**src/rtl/truth_sweep_ctrl.sv**
```systemverilog
// Drives {a,b,c,d} through all 16 vectors, samples N_IMPL implementation outputs after SETTLE cycles,
// records the truth table of f_in[0] and counts disagreeing vectors. SWEEP_STOP_ON_FAIL_EN: stop at first mismatch.
module truth_sweep_ctrl #(
    parameter int N_IMPL = 3,
    parameter int SETTLE = 1
) (
    input  logic              clk,
    input  logic              rst,
    input  logic              start,
    input  logic [N_IMPL-1:0] f_in,
    output logic [3:0]        abcd,
    output logic              busy,
    output logic              done,
    output logic              match,
    output logic [4:0]        mism_cnt,
    output logic [3:0]        first_bad,
    output logic [15:0]       truth
);
    typedef enum logic [1:0] {IDLE, APPLY, SAMPLE, FIN} state_t;

    localparam logic [3:0] SETTLE_LD = 4'(SETTLE - 1);

    state_t      state_q, state_d;
    logic [3:0]  abcd_q, abcd_d;
    logic [3:0]  cnt_q, cnt_d;
    logic [4:0]  mism_q, mism_d;
    logic [3:0]  first_q, first_d;
    logic [15:0] truth_q, truth_d;
    logic        match_q, match_d;
    logic        vec_bad;
    logic        stop_now;

    // Implementations agree only when every output is the same value.
    assign vec_bad = (|f_in) && !(&f_in);

`ifdef SWEEP_STOP_ON_FAIL_EN
    assign stop_now = (abcd_q == 4'hF) || vec_bad;
`else
    assign stop_now = (abcd_q == 4'hF);
`endif

    always_comb begin
        state_d = state_q;
        abcd_d  = abcd_q;
        cnt_d   = cnt_q;
        mism_d  = mism_q;
        first_d = first_q;
        truth_d = truth_q;
        match_d = match_q;
        case (state_q)
            IDLE: begin
                if (start) begin
                    state_d = APPLY;
                    abcd_d  = 4'h0;
                    cnt_d   = SETTLE_LD;
                    mism_d  = 5'd0;
                    first_d = 4'h0;
                    truth_d = 16'h0000;
                    match_d = 1'b0;
                end
            end
            APPLY: begin
                if (cnt_q == 4'd0) begin
                    state_d = SAMPLE;
                end else begin
                    cnt_d = cnt_q - 4'd1;
                end
            end
            SAMPLE: begin
                truth_d[abcd_q] = f_in[0];
                if (vec_bad) begin
                    if (mism_q == 5'd0) begin
                        first_d = abcd_q;
                    end
                    mism_d = mism_q + 5'd1;
                end
                if (stop_now) begin
                    state_d = FIN;
                end else begin
                    abcd_d  = abcd_q + 4'd1;
                    cnt_d   = SETTLE_LD;
                    state_d = APPLY;
                end
            end
            FIN: begin
                match_d = (mism_q == 5'd0);
                state_d = IDLE;
            end
            default: state_d = IDLE;
        endcase
    end

    always_ff @(posedge clk or posedge rst) begin
        if (rst) begin
            state_q <= IDLE;
            abcd_q  <= 4'h0;
            cnt_q   <= 4'd0;
            mism_q  <= 5'd0;
            first_q <= 4'h0;
            truth_q <= 16'h0000;
            match_q <= 1'b0;
        end else begin
            state_q <= state_d;
            abcd_q  <= abcd_d;
            cnt_q   <= cnt_d;
            mism_q  <= mism_d;
            first_q <= first_d;
            truth_q <= truth_d;
            match_q <= match_d;
        end
    end

    assign abcd      = abcd_q;
    assign busy      = (state_q != IDLE);
    assign done      = (state_q == FIN);
    assign match     = match_q;
    assign mism_cnt  = mism_q;
    assign first_bad = first_q;
    assign truth     = truth_q;
endmodule

```
**config.mk**
```make
export PLATFORM = sky130hd
export DESIGN_NAME = truth_sweep_ctrl
export DESIGN_NICKNAME = d
export VERILOG_FILES = /design/src/rtl/truth_sweep_ctrl.sv
export SDC_FILE = /design/constraint.sdc
export NUM_CORES = 1
export LEC_CHECK = 0
export ABC_AREA = 0
export BUFFER_PORTS_ARGS = -buffer_cell sky130_fd_sc_hd__buf_2
export CAP_MARGIN = 20
export CORE_ASPECT_RATIO = 1.75
export CORE_MARGIN = 5
export CORE_UTILIZATION = 49
export DETAILED_ROUTE_END_ITERATION = 8
export HOLD_SLACK_MARGIN = 0.02
export PLACE_DENSITY = 0.72
export SYNTH_ARGS = -nofsm -noshare
export SYNTH_HDL_FRONTEND = slang
export SYNTH_SLANG_ARGS = --single-unit
```
**constraint.sdc**
```tcl
create_clock -name clk -period 1.21 [get_ports clk]
set_input_delay 0.0605 -clock clk [delete_from_list [all_inputs] [get_ports clk]]
set_output_delay 0.0605 -clock clk [all_outputs]
set_load 0.03 [all_outputs]
```
# Word-level counts from Yosys, hierarchy flattened
# Index checks and enable logic that the tools add are counted.
# totals
register_bits	36
input_bits	6
# op_classes
n_addsub	3
magnitude_cmp	2
eq_ne	10
n_mux	23
reduce_logical	19
# ops
op	n
$pmux W16 S2	1
$mux W4	6
$bwmux W16	1
$mux W16	1
$pmux W4 S2	2
$ne A2 B2 Y1 const B	6
$pmux W4 S3	1
$mux W5	2
$pmux W5 S2	1
$reduce_and A3 Y1	3
$pmux W2 S4	1
$reduce_and A4 Y1	2
$mux W2	3
$reduce_and A2 Y1	3
$reduce_bool A2 Y1	3
$add A5 B1 Y5 const B	1
$logic_not A5 Y1	1
$lt A4 B5 Y1 const B	1
$add A4 B1 Y4 const B	1
$demux W1 S4	1
$eq A2 B2 Y1 const B	2
$eq A4 B4 Y1 const B	1
$ge A4 B1 Y1 const B	1
$logic_not A4 Y1	1
9 further kinds	11

# Depth between registers and ports, before layout
# Gate-level depths: netlist of run 1.
# logic_depth
ltp_word	6
mapped_depth	6
mapped_depth_nobuf	6

# Worst setup path after synthesis of run 1
# Ideal clock, no wire load.
# synth_path
kind	register to register
from	reg mism_q[0], in the netlist mism_cnt[0]
to	reg first_q[0], in the netlist first_bad[0]
setup_ns	0.124
arrival_ns	1.483
required_ns	1.086
setup_slack_ns	-0.397
stages_incl_launch_ff	7
path_buffers	0
path_cell_list	dfrtp_1 inv_1 ha_1 nor4b_2 o211a_2 a22oi_1 o21ai_1
# synth_via
elab_chain_cells	3
# synth_rtl
element	line_no	source
from (decl)	26	logic [4:0] mism_q, mism_d;
from (signal assigned)	106	mism_q <= mism_d;
$logic_not A5 Y1	72	if (mism_q == 5'd0) begin
$ne A2 B2 Y1 (no source line)	-	
$reduce_and A4 Y1 (no source line)	-	
to (signal assigned)	107	first_q <= first_d;
to (decl)	27	logic [3:0] first_q, first_d;
# Every way passes these cells.
# A chain may end at the register's enable or synchronous reset.

# Worst setup path after layout of run 1
# layout_path
from	reg state_q[0]
to	reg abcd_q[3], in the netlist abcd[3]
# layout_via
elab_chain_cells	3
word_cells_on_any_way	7
classes_between	3 x eq/ne; 1 x mux; 3 x reduce/logical
# layout_rtl
element	line_no	source
from (decl)	23	state_t state_q, state_d;
from (signal assigned)	103	state_q <= state_d;
$eq A2 B2 Y1 / $logic_not A2 Y1 (equally long branches)	50	case (state_q)
$ne A2 B2 Y1 (no source line) / $reduce_bool A2 Y1 (equally long branches)	-	
$reduce_and A3 Y1 (no source line)	-	
to (signal assigned)	96	abcd_q <= 4'h0;
to (signal assigned)	104	abcd_q <= abcd_d;
to (decl)	24	logic [3:0] abcd_q, abcd_d;
# Several ways; a longest one is shown, not always the timed one.

==> results.md, run 1 <==
- CTS Buffer Depth: 2
- Slew Viols, Final: 0
- Mean Syn Cell Area: 9.37 um2
- Hold Crit Start: start
- CTS tree: done
- Commonest non-fill, non-tap cell in the layout: buf_4
- Drt total wl: 7.10 mm
- Synth Instances: 207
- Status: finished, violations left
- Post-DP HPWL: 4.21 mm
- Netlist cell types: 43
- Final hold viol count: 0
- CP cell instances: and2b_4 -> buf_8 -> nand4_1 -> nor3_2 -> a211oi_1
- Crit share post-route: 125%
- Achievable clock frequency: 661 MHz
- All-Layer GR Usage: 24.9%
- Drt wl/cell: 20.0 um
- Most used flip-flop cell after synthesis: dfrtp_1
- GRT Residual Overflow: 0
- Die Wd: 57.6 um
- Mapped Nets: 221
- Placed insts: 327
- Routed vias/inst: 5.98
- Row cnt: 30
- Register area share after synthesis: 46.5%
- Root buffer cell: clkbuf_8
- TritonCTS buffer count: 5
- WS Path Type: reg -> reg
- Synthesized flop and latch total: 36
- DRC Markers: 0
- Buffers and inverters on the worst path: 1
- Skew-Pair Late Insertion Delay: 0.30 ns
- Pre-antenna DRT Iters: 4
- Post-synth EDFFs: 0
- Worst Path Max Fanout: 7
- Data required, critical path: 1.38 ns
- Gpl congestion: 0.874
- Commonest cells after routing, fill and taps aside: 41 x buf_4, 34 x buf_2, 32 x nand2_1, 28 x dfrtp_1, 21 x buf_6
- Setup crit end kind: flop
- Initial detailed-routing violation count: 106
- Top delay family on crit path: simple AND/OR/NAND/NOR gates
- H-tree depth: 2
- CP max stage delay: 0.44 ns
- Failing checks: negative setup slack
- Share of layout cells above drive strength 1: 59.6%
- Final core occ: 83.8%
- Die extent in y: 93.2 um
- Ant diodes: 0
- Ys Warns: 0
- Leakage Power: 1.55 nW
- WHS: 0.163 ns
- NumNets Final: 320
- Initial Util: 50.2%
- First-pass GRT wire length: 10.3 mm
- Die ar.: 5370 um2
- Vias in the first global route: 2150
- Vias: 2122
- Critical-path top delay cell: dfrtp_2
- Worst Max-Slew Pin Slew: 0.474 ns
- Area Growth Syn to Fin: 67.0%
- Port bufs: 37
- Final Skew: 0.0101 ns
- ANT nets after route: 0
- Antenna violations before repair: 0
- Rel. slew slack: 68.4%
- Post-synth ARST share: 100%
- Min cycle time layout: 1.51 ns
- Non-filler cells in the finished layout: 355
- Reg2reg start: state_q[0]$_DFFE_PP0P_
- TritonCTS Sinks: 36
- DP Area: 2560 um2
- Clock Pin Slew Worst Setup and Hold Paths: 0.07 ns
- PD cells: 2360 nW/um2
- Crit. Startpoint: state_q[0]$_DFFE_PP0P_
- Core Region: 3870 um2
- Unrepaired setup endpoints after global routing: true
- MaxCap Viol Count: 0
- Crit path arrival time: 1.68 ns
- Peak supply drop: 1830 uV
- Worst setup margin: -0.302 ns
- Startpoint Class: flop
- Post-Syn Area: 1940 um2
- Hold Path Class: in -> reg
- Largest net degree at the start of global routing: 37
- IO Pins: 38
- DP Worst Slack: -0.182 ns
- # setup viols final: 37
- Post-Layout Inst Area: 3240 um2
- Fillers: 211
synth_stat cells, drive strengths merged (2+ instances only):
cell	number	area, um2
a21oi	5	25.0
a22oi	4	30.0
and2	3	21.3
buf	7	46.3
clkbuf	2	7.51
dfrtp	36	901
ha	8	100
inv	10	37.5
mux2	2	22.5
nand2	42	160
nand2b	4	25.0
nand3	7	40.0
nand4	17	106
nor2	8	30.0
nor2b	2	12.5
nor3	4	20.0
o211ai	10	75.1
o21ai	13	65.1
o311ai	7	68.8
registers in the layout, indices dropped and copies added (netlist names):
name,flops
abcd,4
mism_cnt,5
match,1
first_bad,4
cnt_q,4
state_q,2
truth,16
per-layer routing:
| layer | up-vias | GRT usage (%) | part of all wire (%) |
|---|---|---|---|
| met3 | 36 | 4.97 | 5.7 |
| met5 | - | 0 | 0 |
| li1 | 951 | - | - |
| met2 | 117 | 45.2 | 55 |
| met1 | 1018 | 25.1 | 33 |
| met4 | 0 | 15.3 | 6.6 |
worst paths after layout:
kind                                     endpoint  slack (ns)  cells past startpoint
max                           abcd[3]$_DFFE_PP0P_       -0.30                      5
max reg2reg                   abcd[3]$_DFFE_PP0P_       -0.30                      5
min reg2reg                 truth[13]$_DFFE_PP0P_        0.52                      2
min in group asynchronous    truth[6]$_DFFE_PP0P_        0.43                      4
max in group asynchronous     abcd[1]$_DFFE_PP0P_        0.42                      4
min                        state_q[0]$_DFFE_PP0P_        0.16                      3
worst reg2reg max path, delay by kind of cell, from the launching register on:
family	cells	cell delay [ns]
flip-flops	1	0.44
buffers and inverters	1	0.15
AND/OR/NAND/NOR	3	0.71
AO/OA/AOI/OAI	1	0.08
what timing repair did:
action | 4_1_cts | 5_1_grt
resized for setup | 60 | 40
pin swaps | 25 | 34
hold buffers | 1 | 0
endpoints found under the setup margin | 35 | 39
endpoints found under the hold margin | 36 | 0
cloned | 1 | 0
buffers inserted | 10 | 11
where the power goes:
group          leakage, nW  switching [mW]  internal, mW
Combinational         1.02            2.57          2.00
Clock               0.0552           0.453         0.612
Sequential           0.471           0.412          1.60
Total                 1.55            3.44          4.22
kinds of logic (layout without fill, tap and decap cells):
group,Yosys count,after routing,share of synthesized area (%)
and+or+nand+nor,93,93,24.5
DFF,36,36,46.5
muxes,3,3,1.68
buffers and inverters,19,119,4.71
adders and majority gates,8,8,5.16
AOI/OAI and AO/OA,48,48,17.5
stage by stage:
step                TNS, ns  power [mW]
detailed placement    -2.73        5.39
global placement      -1.77        5.32
CTS                   -2.76        7.10
floorplan             -1.49        4.05
finish                -4.43        7.65
global route          -6.22        8.02
cell type report:
type                       instances  area [um2]  area share [%]
multi-input combinational        152        1350            41.6
sequential                        36         911            28.1
timing repair buffer             101         772            23.8
clock buffer                       6        72.6            2.24
tap                               48        60.1            1.85
inverter                          10        42.5            1.31
clock inverter                     2        35.0            1.08
(Power assumes the default switching activity.)
==> run 2, diff against run 1 <==
==> constraint.sdc (replaced) <==
create_clock -name clk -period 1.21 [get_ports clk]
set_input_delay 0.121 -clock clk [delete_from_list [all_inputs] [get_ports clk]]
set_output_delay 0.121 -clock clk [all_outputs]
set_load 0.03 [all_outputs]
==> results.md, run 2 (synthesized netlist as in run 1, its figures left out) <==
- Status: finished, violations left (unchanged)
- Failing checks: negative setup slack (unchanged)
- DP Area: 2580 um2 (was 2560 um2)
- Unrepaired setup endpoints after global routing: true (unchanged)
- IO Pins: 38 (unchanged)
- Worst Hold Endpoint: state_q[0]$_DFFE_PP0P_ (unchanged)
- Crit path arrival time: 1.65 ns (was 1.68 ns)
- Max reg flops: 16 (unchanged)
- GRT Residual Overflow: 0 (unchanged)
- Core Region: 3870 um2 (unchanged)
- Worst Path Max Fanout: 6 (was 7)
- TritonCTS buffer count: 5 (unchanged)
- Vias in the first global route: 2202 (was 2150)
- CTS tree: done (unchanged)
- Reg2Reg Setup Slack: -0.24 ns (was -0.30 ns)
- ANT nets after route: 0 (unchanged)
- Die Wd: 57.6 um (unchanged)
- DP Worst Slack: -0.159 ns (was -0.182 ns)
- Row cnt: 30 (unchanged)
- Crit share post-route: 120% (was 125%)
- Skew-Pair Late Insertion Delay: 0.30 ns (about the same)
- Post-Layout Inst Area: 3260 um2 (was 3240 um2)
- Root buffer cell: clkbuf_8 (unchanged)
- Drt total wl: 7.30 mm (was 7.10 mm)
- Port bufs: 37 (unchanged)
- Rel. slew slack: 67.4% (was 68.4%)
- CTS Buffer Depth: 2 (unchanged)
- Worst Max-Slew Pin Slew: 0.490 ns (was 0.474 ns)
- MaxCap Viol Count: 0 (unchanged)
- Reg2reg path depth: 4 (was 5)
- PD cells: 2340 nW/um2 (was 2360 nW/um2)
- Hold Path Class: in -> reg (unchanged)
- Fillers: 202 (was 211)
- Cells on Worst Hold Path: 3 (unchanged)
- End of the worst register-to-register path: abcd[3]$_DFFE_PP0P_ (unchanged)
- Total power: 7.62 mW (was 7.65 mW)
- Initial detailed-routing violation count: 127 (was 106)
- Largest net degree at the start of global routing: 37 (unchanged)
- Final core occ: 84.2% (was 83.8%)
- First-pass GRT wire length: 10.3 mm (about the same)
- Die ar.: 5370 um2 (unchanged)
- Hold Crit Start: start (unchanged)
- # setup viols final: 36 (was 37)
- Post-DP HPWL: 4.16 mm (was 4.21 mm)
- Startpoint Class: flop (unchanged)
- NumNets Final: 323 (was 320)
- All-Layer GR Usage: 25.0% (was 24.9%)
- Area Growth Syn to Fin: 67.9% (was 67.0%)
- WHS: 0.192 ns (was 0.163 ns)
- Pre-antenna DRT Iters: 5 (was 4)
- Peak supply drop: 1940 uV (was 1830 uV)
- Antenna violations before repair: 0 (unchanged)
- Leakage Power: 1.57 nW (was 1.55 nW)
- DRC Markers: 0 (unchanged)
- Vias: 2204 (was 2122)
- Commonest non-fill, non-tap cell in the layout: buf_4 (unchanged)
- TritonCTS Sinks: 36 (unchanged)
- Slew Viols, Final: 0 (unchanged)
- H-tree depth: 2 (unchanged)
- Initial Util: 50.2% (unchanged)
- Achievable clock frequency: 689 MHz (was 661 MHz)
- Final hold viol count: 0 (unchanged)
- Setup crit end kind: flop (unchanged)
- Final Skew: 0.00757 ns (was 0.0101 ns)
- Ant diodes: 0 (unchanged)
- Routed vias/inst: 6.16 (was 5.98)
- WS Path Type: reg -> reg (unchanged)
- Gpl congestion: 0.883 (was 0.874)
- Reg2reg start: state_q[0]$_DFFE_PP0P_ (unchanged)
- Min cycle time layout: 1.45 ns (was 1.51 ns)
- Die extent in y: 93.2 um (unchanged)
- Commonest cells after routing, fill and taps aside: 48 x buf_4, 33 x nand2_1, 33 x buf_2, 28 x dfrtp_1, 19 x buf_6 (was 41 x buf_4, 34 x buf_2, 32 x nand2_1, 28 x dfrtp_1, 21 x buf_6)
- Worst setup margin: -0.241 ns (was -0.302 ns)
- Data required, critical path: 1.41 ns (was 1.38 ns)
- Clock Pin Slew Worst Setup and Hold Paths: 0.08 ns (was 0.07 ns)
- Drt wl/cell: 20.4 um (was 20.0 um)
- Share of layout cells above drive strength 1: 60.0% (was 59.6%)
-- run 2: area by class of cell --
type / count / area, um2 / share of cell area [%]
clock buffer: 5 / 68.8 / 2.11
clock inverter: 3 / 42.5 / 1.31
sequential: 36 / 911 / 28.0
multi-input combinational: 152 / 1320 / 40.6
timing repair buffer: 104 / 810 / 24.9
inverter: 10 / 42.5 / 1.31
tap: 48 / 60.1 / 1.84
-- run 2: worst max-delay path, cell delays in order (launching register included) --
cell	delay [ns]
dfrtp_1	0.43
and2b_4	0.33
buf_6	0.14
nand4_1	0.16
a211oi_1	0.29
-- run 2: per-stage QoR --
stage / setup TNS [ns] / std cells
detailed placement: -2.41 / 329
global route: -6.12 / 358
global placement: -1.69 / 329
finish: -4.30 / 358
floorplan: -1.49 / 207
CTS: -2.35 / 348
-- run 2: worst max-delay path by stage --
stage	end	slack (ns)	from
final	abcd[3]$_DFFE_PP0P_	-0.24	state_q[0]$_DFFE_PP0P_
after global routing	mism_cnt[4]$_DFFE_PP0P_	-0.28	mism_cnt[0]$_DFFE_PP0P_
after CTS	done	-0.17	state_q[1]$_DFFE_PP0P_
after detailed placement	mism_cnt[4]$_DFFE_PP0P_	-0.16	state_q[0]$_DFFE_PP0P_
after global placement	mism_cnt[4]$_DFFE_PP0P_	-0.14	state_q[0]$_DFFE_PP0P_
after floorplan	first_bad[1]$_DFFE_PP0P_	-0.24	mism_cnt[0]$_DFFE_PP0P_
-- run 2: per-layer routing --
layer	share of wire, %	vias up	GRT usage (%)
met1	34	1083	26.1
met4	4.8	0	13.5
met2	56	126	45.8
met3	5.2	32	4.01
li1	-	963	-
met5	0	-	0
-- run 2: where the power goes --
| part | leakage (nW) | internal (mW) | switching [mW] | total (mW) |
|---|---|---|---|---|
| clock | 0.0541 | 0.611 | 0.490 | 1.10 |
| combinational | 1.05 | 1.99 | 2.53 | 4.53 |
| sequential | 0.470 | 1.60 | 0.397 | 2.00 |
| total | 1.57 | 4.20 | 3.42 | 7.62 |
-- run 2: repair_timing --
action,4_1_cts,5_1_grt
endpoints found under the hold margin,36,0
gates resized for setup,50,45
hold buffers,1,0
pin swaps,24,26
setup buffers,10,12
gates cloned,1,0
endpoints found under the setup margin,36,39
